## src/rtl/uart_pkg.sv

```systemverilog
// Shared definitions for the parametrised UART: parity modes,
// FSM state encodings, oversampling constants and a parity helper.
package uart_pkg;

    localparam int PAR_NONE = 0;
    localparam int PAR_ODD  = 1;
    localparam int PAR_EVEN = 2;

    localparam int OVERSAMPLE = 16;
    localparam int MID_SAMPLE = 8;

    typedef enum logic [2:0] {
        TX_IDLE,
        TX_START,
        TX_DATA,
        TX_PARITY,
        TX_STOP
    } tx_state_t;

    typedef enum logic [2:0] {
        RX_IDLE,
        RX_START,
        RX_DATA,
        RX_PARITY,
        RX_STOP
    } rx_state_t;

    // Parity bit over the low nbits of d; inverted for odd mode.
    function automatic logic parity_bit(
        input logic [8:0] d,
        input int         nbits,
        input int         mode
    );
        logic p;
        p = 1'b0;
        for (int i = 0; i < 9; i++) begin
            if (i < nbits) p ^= d[i];
        end
        return (mode == PAR_ODD) ? ~p : p;
    endfunction

endpackage

```

## src/rtl/uart_rx_core.sv

```systemverilog
// UART receiver: 2-flop synchroniser, divide-by-BAUD_DIV tick
// prescaler and 16x-oversampled receive FSM with glitch rejection.
module uart_rx_core
    import uart_pkg::*;
#(
    parameter int DATA_BITS = 8,
    parameter int PARITY    = 0,
    parameter int BAUD_DIV  = 27
) (
    input  logic                 clk,
    input  logic                 rst,
    input  logic                 rx_in,
    output logic [DATA_BITS-1:0] rx_data,
    output logic                 rx_valid,
    output logic                 rx_parity_err,
    output logic                 rx_frame_err,
    output logic                 idle
);

    localparam int PW = (BAUD_DIV > 1) ? $clog2(BAUD_DIV) : 1;

    logic [1:0]           sync;
    logic                 rx_s;
    logic                 armed;
    logic [PW-1:0]        pcnt;
    logic                 tick;
    logic [3:0]           tcnt;
    logic [3:0]           idx;
    logic [DATA_BITS-1:0] shift;
    logic                 perr_pend;
    rx_state_t            state;

    assign rx_s = sync[1];
    assign tick = (pcnt == PW'(BAUD_DIV - 1));
    assign idle = (state == RX_IDLE);

    // Bring the asynchronous line into the clk domain, idling high.
    always_ff @(posedge clk or posedge rst) begin
        if (rst) sync <= 2'b11;
        else     sync <= {sync[0], rx_in};
    end

    // Receive FSM: edge detect, mid-bit sampling, completion pulse.
    always_ff @(posedge clk or posedge rst) begin
        if (rst) begin
            state         <= RX_IDLE;
            armed         <= 1'b0;
            pcnt          <= '0;
            tcnt          <= '0;
            idx           <= '0;
            shift         <= '0;
            perr_pend     <= 1'b0;
            rx_data       <= '0;
            rx_valid      <= 1'b0;
            rx_parity_err <= 1'b0;
            rx_frame_err  <= 1'b0;
        end else begin
            rx_valid <= 1'b0;
            if (rx_s) armed <= 1'b1;
            if (state == RX_IDLE) begin
                pcnt <= '0;
                tcnt <= '0;
                if (armed && !rx_s) state <= RX_START;
            end else begin
                pcnt <= tick ? '0 : pcnt + PW'(1);
                if (tick) begin
                    tcnt <= tcnt + 4'd1;
                    case (state)
                        RX_START: begin
                            if (tcnt == 4'(MID_SAMPLE - 1)) begin
                                tcnt <= '0;
                                idx  <= '0;
                                state <= rx_s ? RX_IDLE : RX_DATA;
                            end
                        end
                        RX_DATA: begin
                            if (tcnt == 4'(OVERSAMPLE - 1)) begin
                                shift <= {rx_s, shift[DATA_BITS-1:1]};
                                idx   <= idx + 4'd1;
                                if (idx == 4'(DATA_BITS - 1)) begin
                                    state <= (PARITY != PAR_NONE) ? RX_PARITY
                                                                  : RX_STOP;
                                end
                            end
                        end
                        RX_PARITY: begin
                            if (tcnt == 4'(OVERSAMPLE - 1)) begin
                                perr_pend <= rx_s != parity_bit(9'(shift),
                                                                DATA_BITS,
                                                                PARITY);
                                state <= RX_STOP;
                            end
                        end
                        RX_STOP: begin
                            if (tcnt == 4'(OVERSAMPLE - 1)) begin
                                state         <= RX_IDLE;
                                rx_valid      <= 1'b1;
                                rx_data       <= shift;
                                rx_frame_err  <= !rx_s;
                                rx_parity_err <= (PARITY != PAR_NONE)
                                                 && perr_pend;
                                if (!rx_s) armed <= 1'b0;
                            end
                        end
                        default: state <= RX_IDLE;
                    endcase
                end
            end
        end
    end

endmodule

```

## src/rtl/uart_transceiver_param.sv

```systemverilog
// Parametrised full-duplex UART with ready/valid transmit side.
// Optional feature macro: UART_LOOPBACK_EN (internal tx->rx loopback).
module uart_transceiver_param
    import uart_pkg::*;
#(
    parameter int DATA_BITS = 8,
    parameter int PARITY    = 0,
    parameter int STOP_BITS = 1,
    parameter int BAUD_DIV  = 27
) (
    input  logic                 clk,
    input  logic                 rst,
`ifdef UART_LOOPBACK_EN
    input  logic                 loopback,
`endif
    input  logic [DATA_BITS-1:0] tx_data,
    input  logic                 tx_valid,
    output logic                 tx_ready,
    output logic                 tx,
    input  logic                 rx,
    output logic [DATA_BITS-1:0] rx_data,
    output logic                 rx_valid,
    output logic                 rx_parity_err,
    output logic                 rx_frame_err
);

    localparam int BIT_CLKS = OVERSAMPLE * BAUD_DIV;
    localparam int CW       = $clog2(BIT_CLKS);

    if (DATA_BITS < 5 || DATA_BITS > 9 || PARITY < 0 || PARITY > 2 ||
        STOP_BITS < 1 || STOP_BITS > 2 || BAUD_DIV < 1) begin : g_bad_param
        $error("uart_transceiver_param: illegal parameter value");
    end

    tx_state_t            tx_state;
    logic [DATA_BITS-1:0] tx_shift;
    logic                 tx_par;
    logic                 tx_q;
    logic                 tx_rdy_q;
    logic [CW-1:0]        tx_cnt;
    logic [3:0]           tx_idx;
    logic                 tx_stop_idx;
    logic                 bit_end;
    logic                 rx_in;
    logic                 rx_idle;

    assign bit_end  = (tx_cnt == CW'(BIT_CLKS - 1));
    assign tx_ready = tx_rdy_q;

    // Transmit FSM: one bit period per state visit, LSB first.
    always_ff @(posedge clk or posedge rst) begin
        if (rst) begin
            tx_state    <= TX_IDLE;
            tx_shift    <= '0;
            tx_par      <= 1'b0;
            tx_q        <= 1'b1;
            tx_rdy_q    <= 1'b1;
            tx_cnt      <= '0;
            tx_idx      <= '0;
            tx_stop_idx <= 1'b0;
        end else begin
            if (tx_state != TX_IDLE) begin
                tx_cnt <= bit_end ? '0 : tx_cnt + CW'(1);
            end
            case (tx_state)
                TX_IDLE: begin
                    if (tx_valid) begin
                        tx_shift <= tx_data;
                        tx_par   <= parity_bit(9'(tx_data), DATA_BITS, PARITY);
                        tx_cnt   <= '0;
                        tx_q     <= 1'b0;
                        tx_rdy_q <= 1'b0;
                        tx_state <= TX_START;
                    end
                end
                TX_START: begin
                    if (bit_end) begin
                        tx_q     <= tx_shift[0];
                        tx_idx   <= '0;
                        tx_state <= TX_DATA;
                    end
                end
                TX_DATA: begin
                    if (bit_end) begin
                        tx_idx <= tx_idx + 4'd1;
                        if (tx_idx == 4'(DATA_BITS - 1)) begin
                            tx_stop_idx <= 1'b0;
                            if (PARITY != PAR_NONE) begin
                                tx_q     <= tx_par;
                                tx_state <= TX_PARITY;
                            end else begin
                                tx_q     <= 1'b1;
                                tx_state <= TX_STOP;
                            end
                        end else begin
                            tx_shift <= tx_shift >> 1;
                            tx_q     <= tx_shift[1];
                        end
                    end
                end
                TX_PARITY: begin
                    if (bit_end) begin
                        tx_q        <= 1'b1;
                        tx_stop_idx <= 1'b0;
                        tx_state    <= TX_STOP;
                    end
                end
                TX_STOP: begin
                    if (bit_end) begin
                        if (tx_stop_idx == 1'(STOP_BITS - 1)) begin
                            tx_rdy_q <= 1'b1;
                            tx_state <= TX_IDLE;
                        end else begin
                            tx_stop_idx <= 1'b1;
                        end
                    end
                end
                default: tx_state <= TX_IDLE;
            endcase
        end
    end

`ifdef UART_LOOPBACK_EN
    logic lb_q;

    // Loopback mode only changes between frames on both directions.
    always_ff @(posedge clk or posedge rst) begin
        if (rst) lb_q <= 1'b0;
        else if (tx_state == TX_IDLE && rx_idle) lb_q <= loopback;
    end

    assign tx    = lb_q ? 1'b1 : tx_q;
    assign rx_in = lb_q ? tx_q : rx;
`else
    logic unused_rx_idle;

    assign unused_rx_idle = rx_idle;
    assign tx    = tx_q;
    assign rx_in = rx;
`endif

    uart_rx_core #(
        .DATA_BITS (DATA_BITS),
        .PARITY    (PARITY),
        .BAUD_DIV  (BAUD_DIV)
    ) u_rx (
        .clk           (clk),
        .rst           (rst),
        .rx_in         (rx_in),
        .rx_data       (rx_data),
        .rx_valid      (rx_valid),
        .rx_parity_err (rx_parity_err),
        .rx_frame_err  (rx_frame_err),
        .idle          (rx_idle)
    );

endmodule
```

## config.mk

```make
export PLATFORM = sky130hd
export DESIGN_NAME = uart_transceiver_param
export DESIGN_NICKNAME = d
export VERILOG_FILES = /design/src/rtl/uart_pkg.sv /design/src/rtl/uart_rx_core.sv /design/src/rtl/uart_transceiver_param.sv
export SDC_FILE = /design/constraint.sdc
export NUM_CORES = 1
export LEC_CHECK = 0
export ABC_AREA = 1
export BUFFER_PORTS_ARGS = -buffer_cell sky130_fd_sc_hd__buf_2
export CAP_MARGIN = 20
export CORE_MARGIN = 4
export CORE_UTILIZATION = 50
export CTS_CLUSTER_DIAMETER = 30
export DETAILED_ROUTE_END_ITERATION = 7
export PLACE_DENSITY = 0.68
export SYNTH_ARGS = -nofsm -noshare
export SYNTH_HDL_FRONTEND = slang
export SYNTH_HIERARCHICAL = 1
export SYNTH_SLANG_ARGS = --single-unit
```

## constraint.sdc

```tcl
create_clock -name clk -period 2.6 [get_ports clk]
set_input_delay 0.13 -clock clk [delete_from_list [all_inputs] [get_ports clk]]
set_output_delay 0.13 -clock clk [all_outputs]
set_load 0.05 [all_outputs]
```

==> metrics.md, run 1 <==
| Metric | Value |
|---|---|
| Run status | `completed` |
| Total power per unit cell area | `around 630 nW/um^2` |
| Final setup skew | `10.68 ps` |
| Max H-tree Level | `3` |
| RePlAce Congestion | `0.8837` |
| TritonCTS clock tree | `done` |
| Number of antenna diodes | `0` |
| Shortest clock period the worst path allows after layout | `between 1500 and 2000 ps` |
| Critical path endpoint category | `register` |
| Number of nets in the final layout | `about 460` |
| Total area of multi-input combinational cells | `1470 um^2` |
| Clock Tree Root | `sky130_fd_sc_hd__clkbuf_8` |
| Footprint of the flip-flops and latches | `1582 um^2` |
| Kind of cell adding the most delay to the critical path | `simple AND/OR/NAND/NOR gates` |
| Type of the most critical hold path | `in -> reg` |
| Worst-case register-to-register setup slack | `~890 ps` |
| Slew HR | `50.59%` |
| Share of synthesized area spent on multiplexers | `0%` |
| Placeable core area | `roughly 6300 um^2` |
| Final-report setup violation count | `0` |
| Wire length of the first global-routing pass | `10.86 mm` |
| HPWL after detailed placement | `4.278 mm` |
| EDFF count, synth | `0` |
| Number of warnings printed during yosys synthesis | `6` |
| Post-synthesis sequential area ratio | `between 40% and 50%` |
| Final-layout setup total negative slack | `0 ps` |
| Critical path type | `reg -> reg` |
| Share of power burned in registers | `a little under half` |
| Main area contributors after synthesis | `sky130_fd_sc_hd__dfrtp_1 (45%), sky130_fd_sc_hd__nand2_1 (17%), sky130_fd_sc_hd__nand3_1 (5.5%)` |
| Minimum setup slack in the final design | `around 890 ps` |
| Cell count after synthesis | `between 400 and 500` |
| Synth Area in Compound Gates | `under 10%` |
| Main combinational cell family by area after synthesis | `simple AND/OR/NAND/NOR gates` |
| Initial core utilization | `about half` |
| I/O pin total | `25` |
| Die Area | `about 7900 um^2` |
| CP cell instances | `inv_1, ha_1, nand2_1, inv_1, nand2_1, inv_1, nand2_1, nor2_1, nand2_1, nand2_1, nand2_1` |
| Synthesized-area fraction occupied by xor and xnor cells | `roughly 2.1%` |
| Final routed wirelength across all metal layers | `6.129 mm` |
| Combinational Power Share | `16.3%` |
| Area growth from synthesis to final layout | `12.96%` |
| Layout cell share with drive strength beyond 1 | `approximately 17%` |
| Routed length per placed instance | `~12 um` |
| # Max-Cap Violations | `0` |
| Detailed-route via count | `2650` |
| Most common cell after layout, fill and taps aside | `sky130_fd_sc_hd__nand2_1` |
| Initial antenna violation count | `0` |
| Clock latency on the worst-skew pair | `between 300 and 400 ps` |
| Post-CTS Hold Fix Bufs | `2` |
| Iter 0 DRT Violations | `about 110` |
| Post-DRT Antenna Nets | `0` |
| Syn Nets | `about 430` |
| Max clock buf depth | `2` |
| Vertical die dimension | `about 90 um` |
| Power Internal | `around 1.6 mW` |
| Leading cell types in the layout, fill and taps excluded | `sky130_fd_sc_hd__nand2_1 (146), sky130_fd_sc_hd__dfrtp_1 (59), sky130_fd_sc_hd__inv_1 (38)` |
| Largest driver fanout on the critical path | `5` |
| Layout Utilization | `between 50% and 60%` |
| Post-synth design cell area | `around 3300 um^2` |
| RSZ-0062 raised after global routing | `no` |
| Proportion of register bits with asynchronous set or reset after synthesis | `100.0%` |
| Worst IR drop on VDD | `0.0004970 V` |
| Most used DFF post-synth | `sky130_fd_sc_hd__dfrtp_1` |
| Pre-CTS setup slack | `887.7 ps` |
| Clk pin slew, worst setup/hold paths | `70 ps` |
| Die extent in x | `just under 90 um` |
| Post-Synth Adder-Cell Area | `approximately 2.3%` |
| Yosys reg bits | `63` |
| Resize count post-CTS | `0` |
| CTS Sinks | `between 60 and 70` |
| Top cell by count, worst path | `sky130_fd_sc_hd__nand2_1` |
| Arrival time of the worst setup path | `1930 ps` |
| Syn_area_per_cell | `7.887 um^2` |
| Via density | `5.019` |
| Psw | `between 0.7 and 0.8 mW` |
| Number of buffers inserted by port buffering | `23` |
| Number of distinct library cells after synthesis | `31` |
| Delay of the slowest critical-path stage | `410 ps` |
| Critical Path Start Type | `register` |
| Overall overflow remaining after global route | `0` |
| Simple-gate portion of the synthesized area | `between 30% and 40%` |
| Post-CTS Setup Bufs | `0` |
| Required time of the critical path | `about 2800 ps` |
| Proportion of netlist area held by the largest area contributor | `45.11%` |
| Final clock period utilization by the worst path | `roughly 66%` |
| Number of fill cells | `between 500 and 600` |
| Sum of buffers and inverters on the critical path | `3` |
| Pin count of the biggest net entering global routing | `38` |
| Switching Fraction | `between 30% and 40%` |
| Hold Fails Final Rpt | `0` |
| Vias in the first global route | `2485` |
| GRT Overall Usage | `~18%` |
| Library cell with the largest summed area after synthesis | `sky130_fd_sc_hd__dfrtp_1` |
| Max Clock Freq | `585.6 MHz` |
| Measured slew at the worst slew-check pin | `around 740 ps` |
| Number of max-slew violations in the final report | `0` |
| Leakage power | `approximately 2.0 nW` |
| Post-route DRC violation count | `0` |
| TritonCTS buffer count | `9` |
| Cell with the biggest individual delay on the critical path | `sky130_fd_sc_hd__dfrtp_1` |
| Number of cell rows | `29` |
| Clock group share of total power | `a little under two fifths` |
| Initial DRT Pass Iterations | `5` |
[sequential cells by signal, indices dropped and copies added (netlist names)]
register and flops:
u_rx/rx_valid 1, tx_shift 8, u_rx/sync 2, tx_idx 4, u_rx/armed 1, u_rx/shift 8, tx_ready 1, u_rx/rx_frame_err 1
u_rx/pcnt 5, u_rx/rx_data 8, u_rx/tcnt 4, tx 1, tx_cnt 9, tx_state 3, u_rx/idx 4, u_rx/state 3
[synthesized netlist by cell type, types with 4 or more instances]
cell and n:
sky130_fd_sc_hd__xor2_1 5, sky130_fd_sc_hd__o21ai_1 17, sky130_fd_sc_hd__dfrtp_1 59, sky130_fd_sc_hd__dfstp_2 4
sky130_fd_sc_hd__nand4_1 4, sky130_fd_sc_hd__nand2_2 6, sky130_fd_sc_hd__o21ai_0 14, sky130_fd_sc_hd__nand2_1 146
sky130_fd_sc_hd__nand3_1 36, sky130_fd_sc_hd__inv_1 38, sky130_fd_sc_hd__a21oi_1 4, sky130_fd_sc_hd__ha_1 6
sky130_fd_sc_hd__inv_2 8, sky130_fd_sc_hd__nand3b_1 4, sky130_fd_sc_hd__nor2_1 30
[per-layer routing]
metal / wire length [um] / vias up / track usage, %
li1: - / 1370 / -
met1: 2882 / 1220 / 22.70
met2: 2935 / 54 / 28.48
met3: 256 / 6 / 5.530
met4: 55 / 0 / 5.769
met5: 0 / - / 0
[path summary, 6_finish.rpt]
check | startpoint | to | cells past startpoint
setup / recovery | u_rx/pcnt[0]$_DFF_PP0_ | u_rx/idx[1]$_DFFE_PP0P_ | 11
hold / removal | tx_data[7] | tx_shift[7]$_DFFE_PP0P_ | 3
setup reg to reg | u_rx/pcnt[0]$_DFF_PP0_ | u_rx/idx[1]$_DFFE_PP0P_ | 11
hold reg to reg | u_rx/sync[0]$_DFF_PP1_ | u_rx/sync[1]$_DFF_PP1_ | 0
max in group asynchronous | rst | u_rx/sync[1]$_DFF_PP1_ | 4
min in group asynchronous | rst | tx_cnt[3]$_DFF_PP0_ | 3
[power groups by stage]
| stage | Sequential, mW | Combinational [mW] | Clock (mW) |
|---|---|---|---|
| after floorplan | 1.08 | 0.283 | 0 |
| after global placement | 1.09 | 0.357 | 0 |
| after detailed placement | 1.09 | 0.360 | 0 |
| after CTS | 1.07 | 0.372 | 0.894 |
| after global routing | 1.08 | 0.444 | 0.945 |
| final | 1.07 | 0.376 | 0.866 |
[worst reg2reg max path: stages, from the launching register on]
cell and delay, ps:
sky130_fd_sc_hd__dfrtp_1 410, sky130_fd_sc_hd__inv_1 70, sky130_fd_sc_hd__ha_1 130, sky130_fd_sc_hd__nand2_1 50
sky130_fd_sc_hd__inv_1 40, sky130_fd_sc_hd__nand2_1 140, sky130_fd_sc_hd__inv_1 90, sky130_fd_sc_hd__nand2_1 60
sky130_fd_sc_hd__nor2_1 290, sky130_fd_sc_hd__nand2_1 190, sky130_fd_sc_hd__nand2_1 90, sky130_fd_sc_hd__nand2_1 50
[cell families (layout without fill, tap and decap cells)]
kind of cell,count (synthesis),count (layout)
xor gates and xnor gates,8,8
other,1,1
DFF,63,63
and+or+nand+nor,241,241
AOI/OAI and AO/OA,43,43
buffers and inverters,53,89
adders and majority gates,6,6
[per-stage QoR]
stage	instances	hold slack, ps	instance area (um^2)	power [mW]
after CTS	527	13.51	3670	2.338
after global routing	528	35.21	3697	2.467
after global placement	509	247.0	3443	1.448
after detailed placement	509	244.4	3443	1.452
after floorplan	415	134.5	3273	1.363
final	528	28.75	3697	2.313
[cell type report]
class	instances	area share, %
Clock buffer	10	3.723
Clock inverter	6	1.861
Inverter	46	4.670
Multi-Input combinational cell	299	39.76
Sequential cell	63	42.77
Tap cell	77	2.606
Timing Repair Buffer	27	4.602
(Power assumes the default switching activity.)
==> run 2, diff against run 1 <==
- PLACE_DENSITY: 0.68 -> 0.71
- clock period: 2.6 -> 1.5 ns (I/O delays scaled with it)
==> metrics.md, run 2 (synthesis results as in run 1) <==
| Metric | Value |
|---|---|
| Leakage power | `2.118 nW` |
| Hold Fails Final Rpt | `0` |
| Critical Path Start Type | `register` |
| Largest driver fanout on the critical path | `4` |
| Run status | `completed` |
| Delay of the slowest critical-path stage | `around 400 ps` |
| Arrival time of the worst setup path | `between 1500 and 2000 ps` |
| Final clock period utilization by the worst path | `a little over nine tenths` |
| Clock Tree Root | `sky130_fd_sc_hd__clkbuf_8` |
| Max clock buf depth | `2` |
| Max Clock Freq | `slightly below 700 MHz` |
| Overall overflow remaining after global route | `0` |
| Dpl cell area | `3631 um^2` |
| Required time of the critical path | `about 1700 ps` |
| Number of flip-flops in the largest register | `9` |
| Register containing the most flip-flops in the final layout | `tx_cnt` |
| Post-route worst hold slack | `approximately 70 ps` |
| TritonCTS clock tree | `done` |
| Area growth from synthesis to final layout | `23.01%` |
| Clk pin slew, worst setup/hold paths | `roughly 70 ps` |
| Most common cell after layout, fill and taps aside | `sky130_fd_sc_hd__nand2_1` |
| Final Non-Filler Cells | `~560` |
| Die extent in x | `88.91 um` |
| CP cell instances | `ha_2, nand2_2, nor2_4, inv_2, nand2_1, nand3_1, nand2_1, nand2_1` |
| Pin count of the biggest net entering global routing | `38` |
| Critical path type | `reg -> reg` |
| Post-DRT Antenna Nets | `0` |
| HPWL after detailed placement | `4.573 mm` |
| Via density | `around 5` |
| Leading cell types in the layout, fill and taps excluded | `sky130_fd_sc_hd__nand2_1 (141), sky130_fd_sc_hd__dfrtp_1 (58), sky130_fd_sc_hd__inv_1 (37)` |
| Die Area | `7905 um^2` |
| Cell with the biggest individual delay on the critical path | `sky130_fd_sc_hd__dfrtp_1` |
| Final-report setup violation count | `0` |
| Number of antenna diodes | `0` |
| Worst-case register-to-register setup slack | `roughly 43 ps` |
| Type of the most critical hold path | `in -> reg` |
| Kind of cell adding the most delay to the critical path | `simple AND/OR/NAND/NOR gates` |
| Number of nets in the final layout | `between 400 and 500` |
| Initial antenna violation count | `0` |
| Final setup skew | `approximately 8.0 ps` |
| RePlAce Congestion | `between 0.8 and 0.9` |
| Number of buffers inserted by port buffering | `23` |
| Post-route DRC violation count | `0` |
| RSZ-0062 raised after global routing | `yes` |
| Top cell by count, worst path | `sky130_fd_sc_hd__nand2_1` |
| TritonCTS buffer count | `9` |
| Max H-tree Level | `3` |
| Worst IR drop on VDD | `0.001074 V` |
| Critical path endpoint category | `register` |
| Final routed wirelength across all metal layers | `6.741 mm` |
| # Max-Cap Violations | `0` |
| Layout Utilization | `63.41%` |
| Detailed-route via count | `2799` |
| CTS Sinks | `63` |
| Total power per unit cell area | `roughly 1000 nW/um^2` |
| Sum of buffers and inverters on the critical path | `1` |
| Initial DRT Pass Iterations | `5` |
| Iter 0 DRT Violations | `between 80 and 90` |
| Wire length of the first global-routing pass | `11.13 mm` |
| GRT Overall Usage | `roughly 18%` |
| I/O pin total | `25` |
| Layout cell share with drive strength beyond 1 | `around 26%` |
| Number of fill cells | `553` |
| Vertical die dimension | `approximately 90 um` |
| Number of cell rows | `29` |
| Number of placed instances, taps included | `~530` |
| Clock latency on the worst-skew pair | `about 340 ps` |
| Initial core utilization | `approximately 52%` |
| Number of max-slew violations in the final report | `0` |
| Post-route design area | `approximately 4000 um^2` |
| Shortest clock period the worst path allows after layout | `1457 ps` |
| Routed length per placed instance | `~12 um` |
| Placeable core area | `roughly 6300 um^2` |
| Vias in the first global route | `2578` |
run 2: where the power goes:
part           switching [mW]  internal (mW)
Clock                   0.654          0.812
Combinational           0.581          0.336
Sequential             0.0687           1.78
run 2: worst register-to-register path, stage by stage, from the launching register on:
cell and delay (ps):
sky130_fd_sc_hd__dfrtp_1 410, sky130_fd_sc_hd__ha_2 230, sky130_fd_sc_hd__nand2_2 80, sky130_fd_sc_hd__nor2_4 100, sky130_fd_sc_hd__inv_2 70, sky130_fd_sc_hd__nand2_1 130, sky130_fd_sc_hd__nand3_1 150, sky130_fd_sc_hd__nand2_1 110
sky130_fd_sc_hd__nand2_1 70
run 2: path summary, 6_finish.rpt:
kind | startpoint | end | depth (start not counted)
min reg2reg | u_rx/sync[0]$_DFF_PP1_ | u_rx/sync[1]$_DFF_PP1_ | 0
max in group asynchronous | rst | u_rx/sync[1]$_DFF_PP1_ | 4
min | tx_data[6] | tx_shift[6]$_DFFE_PP0P_ | 5
max reg2reg | u_rx/tcnt[0]$_DFFE_PP0P_ | u_rx/state[0]$_DFFE_PP0P_ | 8
min in group asynchronous | rst | tx_idx[0]$_DFFE_PP0P_ | 4
max | u_rx/tcnt[0]$_DFFE_PP0P_ | u_rx/state[0]$_DFFE_PP0P_ | 8
run 2: per-layer routing:
| metal | vias up | routed length (um) | track usage, % |
|---|---|---|---|
| li1 | 1448 | - | - |
| met1 | 1276 | 3048 | 22.96 |
| met2 | 65 | 3330 | 29.22 |
| met3 | 10 | 293 | 4.700 |
| met4 | 0 | 68 | 6.593 |
| met5 | - | 0 | 0 |
run 2: what timing repair did:
action | CTS | global route
endpoints found under the setup margin | 0 | 49
endpoints found under the hold margin | 61 | 0
gates resized for setup | 0 | 28
buffers inserted | 0 | 9
hold buffers | 3 | 0
run 2: area by class of cell:
class	count	area (um^2)	area share, %
well taps	77	96.34	2.393
inverters	46	175.2	4.351
multi-input cells	299	1548	38.44
flip-flops and latches	63	1583	39.31
repair buffers	61	424.2	10.53
clock inverters	5	58.81	1.461
clock buffers	11	141.4	3.512
run 2: per-stage QoR:
stage	total power, mW	TNS [ps]	setup WS (ps)
after floorplan	2.362	0	26.89
after global placement	2.643	0	67.13
after detailed placement	2.672	0	23.48
after CTS	4.161	0	15.45
after global routing	4.457	-413.5	-70.81
final	4.227	0	43.25
